===== src/rtl/calc_entry_fsm_pkg.sv =====
// calc_pkg: shared constants and types for the calculator key-entry block.
//   OP_NONE/OP_ADD/OP_SUB : operator encodings carried on op_code
//   DigitW                : bits per BCD digit
//   calc_state_e          : entry FSM states
package calc_pkg;

  localparam int unsigned DigitW = 4;

  localparam logic [1:0] OP_NONE = 2'd0;
  localparam logic [1:0] OP_ADD  = 2'd1;
  localparam logic [1:0] OP_SUB  = 2'd2;

  typedef enum logic [2:0] {
    StEnterA,
    StOpWait,
    StEnterB,
    StCalc,
    StShowResult
  } calc_state_e;

endpackage


===== src/rtl/calc_entry_fsm_if.sv =====
// calc_entry_if: key-event inputs, arithmetic-unit handshake and display outputs of
// calc_entry_fsm bundled into one interface.
//   master : the entry FSM side (consumes keys/ack, drives request/operands/display)
//   slave  : the environment side (keypad front end, arithmetic unit, display)
interface calc_entry_if #(
  parameter int unsigned NumDigits = 4
);
  import calc_pkg::*;

  localparam int unsigned W = DigitW * NumDigits;

  // Keypad event fields
  logic         btn_press;
  logic         is_number;
  logic         is_op;
  logic         is_eq;
  logic [3:0]   num_val;
  logic [1:0]   op_val;
  // Arithmetic unit handshake
  logic         calc_req;
  logic         calc_ack;
  logic [W-1:0] result_bcd;
  logic [W-1:0] operand_a;
  logic [W-1:0] operand_b;
  logic [1:0]   op_code;
  // Display / status
  logic [W-1:0] disp_bcd;
  logic         busy;

  modport master (
    input  btn_press, is_number, is_op, is_eq, num_val, op_val, calc_ack, result_bcd,
    output calc_req, operand_a, operand_b, op_code, disp_bcd, busy
  );

  modport slave (
    output btn_press, is_number, is_op, is_eq, num_val, op_val, calc_ack, result_bcd,
    input  calc_req, operand_a, operand_b, op_code, disp_bcd, busy
  );

endinterface


===== src/rtl/bcd_entry_reg.sv =====
// bcd_entry_reg: BCD operand shift register with digit counter.
//   clk_i, rst_ni : clock, async active-low reset
//   clear_i       : zero value and count (combines with digit_i: clear, then shift)
//   load_i        : parallel load of load_val_i / load_cnt_i (wins over digit_i)
//   digit_i       : shift digit_val_i in at the least significant digit
//   value_o       : current operand value
// Leading zeros do not consume a digit slot; digits beyond NumDigits are dropped.
module bcd_entry_reg
  import calc_pkg::*;
#(
  parameter int unsigned NumDigits = 4,
  localparam int unsigned W        = DigitW * NumDigits,
  localparam int unsigned CntW     = $clog2(NumDigits + 1)
) (
  input  logic            clk_i,
  input  logic            rst_ni,
  input  logic            clear_i,
  input  logic            load_i,
  input  logic [W-1:0]    load_val_i,
  input  logic [CntW-1:0] load_cnt_i,
  input  logic            digit_i,
  input  logic [3:0]      digit_val_i,
  output logic [W-1:0]    value_o
);

  logic [W-1:0]    value_q, value_d, base_val;
  logic [CntW-1:0] cnt_q, cnt_d, base_cnt;

  always_comb begin
    base_val = clear_i ? '0 : value_q;
    base_cnt = clear_i ? '0 : cnt_q;
    value_d  = base_val;
    cnt_d    = base_cnt;
    if (load_i) begin
      value_d = load_val_i;
      cnt_d   = load_cnt_i;
    end else if (digit_i && (base_cnt < CntW'(NumDigits))) begin
      // A zero typed before any significant digit changes nothing.
      if (!((base_cnt == '0) && (digit_val_i == 4'd0))) begin
        value_d = {base_val[W-DigitW-1:0], digit_val_i};
        cnt_d   = base_cnt + CntW'(1);
      end
    end
  end

  always_ff @(posedge clk_i or negedge rst_ni) begin
    if (!rst_ni) begin
      value_q <= '0;
      cnt_q   <= '0;
    end else begin
      value_q <= value_d;
      cnt_q   <= cnt_d;
    end
  end

  assign value_o = value_q;

endmodule


===== src/rtl/calc_entry_fsm.sv =====
// calc_entry_fsm: turns keypad press events into two BCD operands and an operator,
// requests a computation on '=', and holds the returned result for display.
//   clk_i, rst_ni : clock, async active-low reset
//   bus_io        : calc_entry_if master (key fields, calc_req/calc_ack handshake,
//                   operands, op_code, disp_bcd, busy)
// Build option CALC_CHAIN_EN: an operator key while showing a result loads the result
// into operand A and continues with that operator.
module calc_entry_fsm
  import calc_pkg::*;
#(
  parameter int unsigned NumDigits = 4
) (
  input  logic         clk_i,
  input  logic         rst_ni,
  calc_entry_if.master bus_io
);

  localparam int unsigned W    = DigitW * NumDigits;
  localparam int unsigned CntW = $clog2(NumDigits + 1);

  calc_state_e state_q, state_d;
  logic [1:0]   op_q, op_d;
  logic [W-1:0] result_q, result_d;
  logic         press_q;
  // Low for the first cycle after reset so a key held across reset is not an event.
  logic         armed_q;

  logic key_ev, key_digit, key_op, key_eq;
  logic a_clr, a_dig, a_load, b_clr, b_dig;
  logic [W-1:0]    a_val, b_val;
  logic [CntW-1:0] a_load_cnt;

  assign key_ev    = bus_io.btn_press & ~press_q & armed_q;
  assign key_digit = key_ev & bus_io.is_number & (bus_io.num_val <= 4'd9);
  assign key_op    = key_ev & ~bus_io.is_number & bus_io.is_op &
                     ((bus_io.op_val == OP_ADD) || (bus_io.op_val == OP_SUB));
  assign key_eq    = key_ev & ~bus_io.is_number & ~bus_io.is_op & bus_io.is_eq;

`ifdef CALC_CHAIN_EN
  // Position of the most significant non-zero digit, 0 for a zero value.
  function automatic logic [CntW-1:0] sig_digits(input logic [W-1:0] v);
    logic [CntW-1:0] n;
    n = '0;
    for (int unsigned i = 0; i < NumDigits; i++) begin
      if (v[i*DigitW +: DigitW] != '0) n = CntW'(i + 1);
    end
    return n;
  endfunction

  assign a_load_cnt = sig_digits(result_q);
`else
  assign a_load_cnt = '0;
`endif

  always_comb begin
    state_d  = state_q;
    op_d     = op_q;
    result_d = result_q;
    a_clr    = 1'b0;
    a_dig    = 1'b0;
    a_load   = 1'b0;
    b_clr    = 1'b0;
    b_dig    = 1'b0;
    unique case (state_q)
      StEnterA: begin
        if (key_digit) begin
          a_dig = 1'b1;
        end else if (key_op) begin
          op_d    = bus_io.op_val;
          state_d = StOpWait;
        end
      end
      StOpWait: begin
        if (key_op) begin
          op_d = bus_io.op_val;
        end else if (key_digit) begin
          b_clr   = 1'b1;
          b_dig   = 1'b1;
          state_d = StEnterB;
        end
      end
      StEnterB: begin
        if (key_digit) begin
          b_dig = 1'b1;
        end else if (key_eq) begin
          state_d = StCalc;
        end
      end
      StCalc: begin
        if (bus_io.calc_ack) begin
          result_d = bus_io.result_bcd;
          state_d  = StShowResult;
        end
      end
      StShowResult: begin
        if (key_digit) begin
          a_clr   = 1'b1;
          b_clr   = 1'b1;
          a_dig   = 1'b1;
          state_d = StEnterA;
        end
`ifdef CALC_CHAIN_EN
        else if (key_op) begin
          a_load  = 1'b1;
          op_d    = bus_io.op_val;
          state_d = StOpWait;
        end
`endif
      end
      default: state_d = StEnterA;
    endcase
  end

  always_ff @(posedge clk_i or negedge rst_ni) begin
    if (!rst_ni) begin
      state_q  <= StEnterA;
      op_q     <= OP_NONE;
      result_q <= '0;
      press_q  <= 1'b0;
      armed_q  <= 1'b0;
    end else begin
      state_q  <= state_d;
      op_q     <= op_d;
      result_q <= result_d;
      press_q  <= bus_io.btn_press;
      armed_q  <= 1'b1;
    end
  end

  bcd_entry_reg #(.NumDigits(NumDigits)) u_reg_a (
    .clk_i      (clk_i),
    .rst_ni     (rst_ni),
    .clear_i    (a_clr),
    .load_i     (a_load),
    .load_val_i (result_q),
    .load_cnt_i (a_load_cnt),
    .digit_i    (a_dig),
    .digit_val_i(bus_io.num_val),
    .value_o    (a_val)
  );

  bcd_entry_reg #(.NumDigits(NumDigits)) u_reg_b (
    .clk_i      (clk_i),
    .rst_ni     (rst_ni),
    .clear_i    (b_clr),
    .load_i     (1'b0),
    .load_val_i ('0),
    .load_cnt_i ('0),
    .digit_i    (b_dig),
    .digit_val_i(bus_io.num_val),
    .value_o    (b_val)
  );

  // Request is a pure decode of the state so an async reset drops it immediately.
  assign bus_io.calc_req  = (state_q == StCalc);
  assign bus_io.busy      = (state_q == StCalc);
  assign bus_io.operand_a = a_val;
  assign bus_io.operand_b = b_val;
  assign bus_io.op_code   = op_q;

  always_comb begin
    bus_io.disp_bcd = a_val;
    unique case (state_q)
      StEnterB, StCalc: bus_io.disp_bcd = b_val;
      StShowResult:     bus_io.disp_bcd = result_q;
      default:          bus_io.disp_bcd = a_val;
    endcase
  end

endmodule


===== src/flat_wrapper.sv =====
// flat-port wrapper written by rule: the top's interface ports become plain ports
module calc_entry_fsm_flat import calc_pkg::*;
#(
  parameter int unsigned NumDigits = 4
)
  (clk_i, rst_ni, bus_io_btn_press, bus_io_is_number, bus_io_is_op, bus_io_is_eq, bus_io_num_val, bus_io_op_val, bus_io_calc_ack, bus_io_result_bcd, bus_io_calc_req, bus_io_operand_a, bus_io_operand_b, bus_io_op_code, bus_io_disp_bcd, bus_io_busy);
  calc_entry_if #(.NumDigits(NumDigits)) bus_io_i ();
  input  logic clk_i;
  input  logic rst_ni;
  input wire logic [$bits(bus_io_i.btn_press)-1:0] bus_io_btn_press;
  input wire logic [$bits(bus_io_i.is_number)-1:0] bus_io_is_number;
  input wire logic [$bits(bus_io_i.is_op)-1:0] bus_io_is_op;
  input wire logic [$bits(bus_io_i.is_eq)-1:0] bus_io_is_eq;
  input wire logic [$bits(bus_io_i.num_val)-1:0] bus_io_num_val;
  input wire logic [$bits(bus_io_i.op_val)-1:0] bus_io_op_val;
  input wire logic [$bits(bus_io_i.calc_ack)-1:0] bus_io_calc_ack;
  input wire logic [$bits(bus_io_i.result_bcd)-1:0] bus_io_result_bcd;
  output wire logic [$bits(bus_io_i.calc_req)-1:0] bus_io_calc_req;
  output wire logic [$bits(bus_io_i.operand_a)-1:0] bus_io_operand_a;
  output wire logic [$bits(bus_io_i.operand_b)-1:0] bus_io_operand_b;
  output wire logic [$bits(bus_io_i.op_code)-1:0] bus_io_op_code;
  output wire logic [$bits(bus_io_i.disp_bcd)-1:0] bus_io_disp_bcd;
  output wire logic [$bits(bus_io_i.busy)-1:0] bus_io_busy;
  assign bus_io_i.btn_press = bus_io_btn_press;
  assign bus_io_i.is_number = bus_io_is_number;
  assign bus_io_i.is_op = bus_io_is_op;
  assign bus_io_i.is_eq = bus_io_is_eq;
  assign bus_io_i.num_val = bus_io_num_val;
  assign bus_io_i.op_val = bus_io_op_val;
  assign bus_io_i.calc_ack = bus_io_calc_ack;
  assign bus_io_i.result_bcd = bus_io_result_bcd;
  assign bus_io_calc_req = bus_io_i.calc_req;
  assign bus_io_operand_a = bus_io_i.operand_a;
  assign bus_io_operand_b = bus_io_i.operand_b;
  assign bus_io_op_code = bus_io_i.op_code;
  assign bus_io_disp_bcd = bus_io_i.disp_bcd;
  assign bus_io_busy = bus_io_i.busy;
  calc_entry_fsm #(.NumDigits(NumDigits)) u_core (.clk_i(clk_i), .rst_ni(rst_ni), .bus_io(bus_io_i));
endmodule

===== config.mk =====
export PLATFORM = sky130hd
export DESIGN_NAME = calc_entry_fsm_flat
export DESIGN_NICKNAME = d
export VERILOG_FILES = /design/src/rtl/calc_entry_fsm_pkg.sv /design/src/rtl/calc_entry_fsm_if.sv /design/src/rtl/bcd_entry_reg.sv /design/src/rtl/calc_entry_fsm.sv /design/src/flat_wrapper.sv
export SDC_FILE = /design/constraint.sdc
export NUM_CORES = 1
export LEC_CHECK = 0
export CORE_MARGIN = 4
export CORE_UTILIZATION = 54
export CTS_BUF_LIST = sky130_fd_sc_hd__clkbuf_8
export DETAILED_ROUTE_END_ITERATION = 6
export PLACE_DENSITY = 0.88
export SETUP_SLACK_MARGIN = 0.1
export SYNTH_ARGS = -nofsm -noshare
export SYNTH_HDL_FRONTEND = slang
export SYNTH_SLANG_ARGS = --single-unit

===== constraint.sdc =====
create_clock -name clk_i -period 5 [get_ports clk_i]
set_input_delay 0.5 -clock clk_i [delete_from_list [all_inputs] [get_ports clk_i]]
set_output_delay 0.5 -clock clk_i [all_outputs]
set_load 0.02 [all_outputs]

==> flow_summary_export.csv <==
group,metric,value,unit
worst_setup_path,cp_max_fo,17,
drt,postRouteAntennaNets,0,
cts,cts_tree,"done",
sta,finalCriticalPeriod,3660,ps
worst_setup_path,cp_slowest_cell,"nor2_1",
finish,drive_gt1_frac,0.122,
drt,drc,0,
worst_setup_path,worst-setup-path-type,"reg -> out",
worst_setup_path,crit_required,4500,ps
yosys,synth_warnings,0,
drt,routed_wl,7730,um
yosys,synth_area,2940,um^2
yosys,yosysMostFrequentCell,"nand2_1",
floorplanning,die_y,81.7,um
floorplanning,core_area,5170,um^2
yosys,ys_seq_elements,61,
drt,dr.pass1.iters,4,
finish,final_cells,431,
drt,avgViaCountPerCell,5.58,
drt,vias,2404,
global_route,overflow,0,
yosys,avgSynthCellArea,10.6,um^2
global_route,grt_pass1_vias,2448,
drt,post_drt_wl_per_cell,17.9,um
worst_setup_path,r2r_end,"u_core.u_reg_a.value_o[3]$_DFF_PN0_",
cts,insertion_delay,340,ps
worst_setup_path,crit_path_max_incr_delay,880,ps
cts,clock_sinks,61,
worst_setup_path,cp_cell_sequence,"nor3b_2 > buf_4 > nor2_1 > nand2_1 > nand2_1 > clkdlybuf4s50_1",
sta,skew,7.18,ps
power,power_switching_share,0.383,
run,max_cap_violations,0,
sta,report.final.slew_viol_count,0,
worst_setup_path,worst_r2r_path_depth,7,
sta,max_freq,273,MHz
floorplanning,fp.dieArea,6680,um^2
finish,antenna_cells,0,
yosys,async_flop_share,1.00,
placed_design,gp_congestion,0.855,
global_route,grt_use_total,0.256,
yosys,synth_cells,277,
cts,cts_root_buffer,"clkbuf_8",
finish,postLayoutCellArea,3920,um^2
yosys,synth_largest_area_cell,"dfrtp_1",
drt,drt-initial-drc-count,199,
power,pwr-share-comb,0.410,
sta,final_hold_viol_count,0,
power,intPower,1.23,mW
placed_design,io_buffers,80,
floorplanning,num_io_pins,81,
power,power.total,2.00,mW
cts,clk_path_buf_depth,2,
sta,tns,0,ps
sta,worstMarginPinSlew,1140,ps
floorplanning,rows,26,
global_route,grt_max_degree,62,
status,status,"finished clean",
cts,cts.clk_slew.worst_paths,70,ps
yosys,yosysSeqAreaShare,0.520,
finish,post-route-util,0.758,
yosys,ys.flop_type,"dfrtp_1",
worst_setup_path,crit_path_end_kind,"output pin",
sta,fin_crit_sh,0.732,
yosys,synthTopCellsByCount,"85 x nand2_1, 61 x dfrtp_1, 25 x mux2i_1",
worst_setup_path,crit_top_cell,"nand2_1",
placed_design,dp_hpwl,5410,um
cts,hold_buffers,0,
power,switchingPower,0.765,mW
sta,rsz0062_at_grt,"false",
yosys,synth_top_area_frac,0.520,
global_route,grt_pass1_wl,12400,um
power,seq_power_share,0.393,
cts,cts_max_level,3,
power,pwr-share-clk,0.197,
global_route,grt_antenna_before_repair,0,
yosys,synthTopCellsByArea,"dfrtp_1 52%, nand2_1 11%, mux2i_1 8.5%, mux2_2 7.3%, a22oi_1 4.1%",
placed_design,placedCellCount,415,
yosys,synth_edf_count,0,
cts,cts-resized-gates,0,
worst_setup_path,r2r_slack,1760,ps
power,p_per_area,509,nW/um^2
sta,relSlewSlack,0.236,
power,peakVddDrop,0.318,mV
hold_path,hold_class,"in -> async",
cts,post_cts_buffers,0,
placed_design,place_area,3740,um^2
sta,setup_violations,0,
floorplanning,fp.dieW,81.7,um
yosys,syn_nets,310,
cts,cts_buffers,9,
yosys,netlist-cell-type-count,40,
floorplanning,start_util,0.567,
power,power_leakage,1.75,nW
worst_setup_path,timing.rr.start,"u_core.state_q[2]$_DFFE_PN0P_",
worst_setup_path,critPathLaunchType,"register",
finish,n_fill_cell,345,
finish,num-nets-final,389,
finish,area_growth_syn_to_layout,33.5,%
worst_setup_path,cp.arrival,3160,ps
worst max-delay path: cells and delay by family (launching register included):
| family | cells | cell delay [ps] |
|---|---|---|
| flip-flops | 1 | 500 |
| buffers and inverters | 2 | 820 |
| AND/OR/NAND/NOR | 4 | 1480 |
logic make-up after synthesis:
| family | share of synthesized area |
|---|---|
| buffers and inverters | 0.0422 |
| other | 0.00128 |
| flip-flops | 0.520 |
| multiplexers | 0.158 |
| AO/OA/AOI/OAI | 0.0942 |
| adder cells (fa/ha/maj) | 0.0171 |
| XOR/XNOR | 0.0119 |
| AND/OR/NAND/NOR | 0.155 |
cell usage in the layout (no fill, tap or decap), types with 5 or more instances in the layout:
cell             netlist  routed
clkbuf_8               0      10
inv_1                  7       7
mux2_2                19      19
dfrtp_1               61      61
a22oi_1               16      16
mux2i_1               25      25
o21ai_0                5       5
nand2_1               85      85
clkdlybuf4s50_1        0      79
sequential cells by signal (all words and copies together), names as in the netlist:
register,count
u_core.armed_q,1
u_core.bus_io.op_code,2
u_core.press_q,1
u_core.result_q,16
u_core.state_q,3
u_core.u_reg_a.cnt_q,3
u_core.u_reg_a.value_o,16
u_core.u_reg_b.cnt_q,3
u_core.u_reg_b.value_o,16
per-layer routing:
metal	up-vias	track usage	part of all wire
met5	-	0	0
met4	0	0.126	0.020
met3	10	0.0570	0.068
met2	98	0.393	0.49
met1	1183	0.344	0.42
li1	1113	-	-
worst max-delay path by stage:
stage / endpoint / cells after the start / slack (ps) / from
after floorplan: u_core.u_reg_b.cnt_q[1]$_DFF_PN0_ / 8 / 2710 / bus_io_btn_press
after global placement: u_core.u_reg_b.cnt_q[1]$_DFF_PN0_ / 7 / 1400 / bus_io_num_val[3]
after detailed placement: u_core.u_reg_b.cnt_q[1]$_DFF_PN0_ / 7 / 1260 / bus_io_num_val[3]
after CTS: bus_io_disp_bcd[6] / 6 / 1370 / u_core.state_q[2]$_DFFE_PN0P_
after global routing: bus_io_disp_bcd[6] / 6 / 1090 / u_core.state_q[2]$_DFFE_PN0P_
final: bus_io_disp_bcd[6] / 6 / 1340 / u_core.state_q[2]$_DFFE_PN0P_
stage by stage:
stage | setup slack [ps] | hold slack [ps]
after detailed placement | 1260 | 494
after global placement | 1400 | 488
after global routing | 1090 | 381
final | 1340 | 315
after CTS | 1370 | 326
after floorplan | 2710 | 204
cell type report:
type | instances | area [um^2] | area share
Multi-Input combinational cell | 194 | 1280 | 0.328
Sequential cell | 61 | 1530 | 0.389
Inverter | 7 | 26.3 | 0.00670
Clock inverter | 6 | 38.8 | 0.00989
Tap cell | 70 | 87.6 | 0.0223
Timing Repair Buffer | 83 | 818 | 0.209
Clock buffer | 10 | 138 | 0.0351
power groups by stage:
stage | sequential, mW | combinational [mW] | clock (mW)
after floorplan | 0.826 | 0.387 | 0
after global placement | 0.779 | 0.790 | 0
after detailed placement | 0.785 | 0.816 | 0
after CTS | 0.778 | 0.824 | 0.400
after global routing | 0.800 | 0.886 | 0.423
final | 0.784 | 0.818 | 0.394
Power figures use the tool's default switching activity.
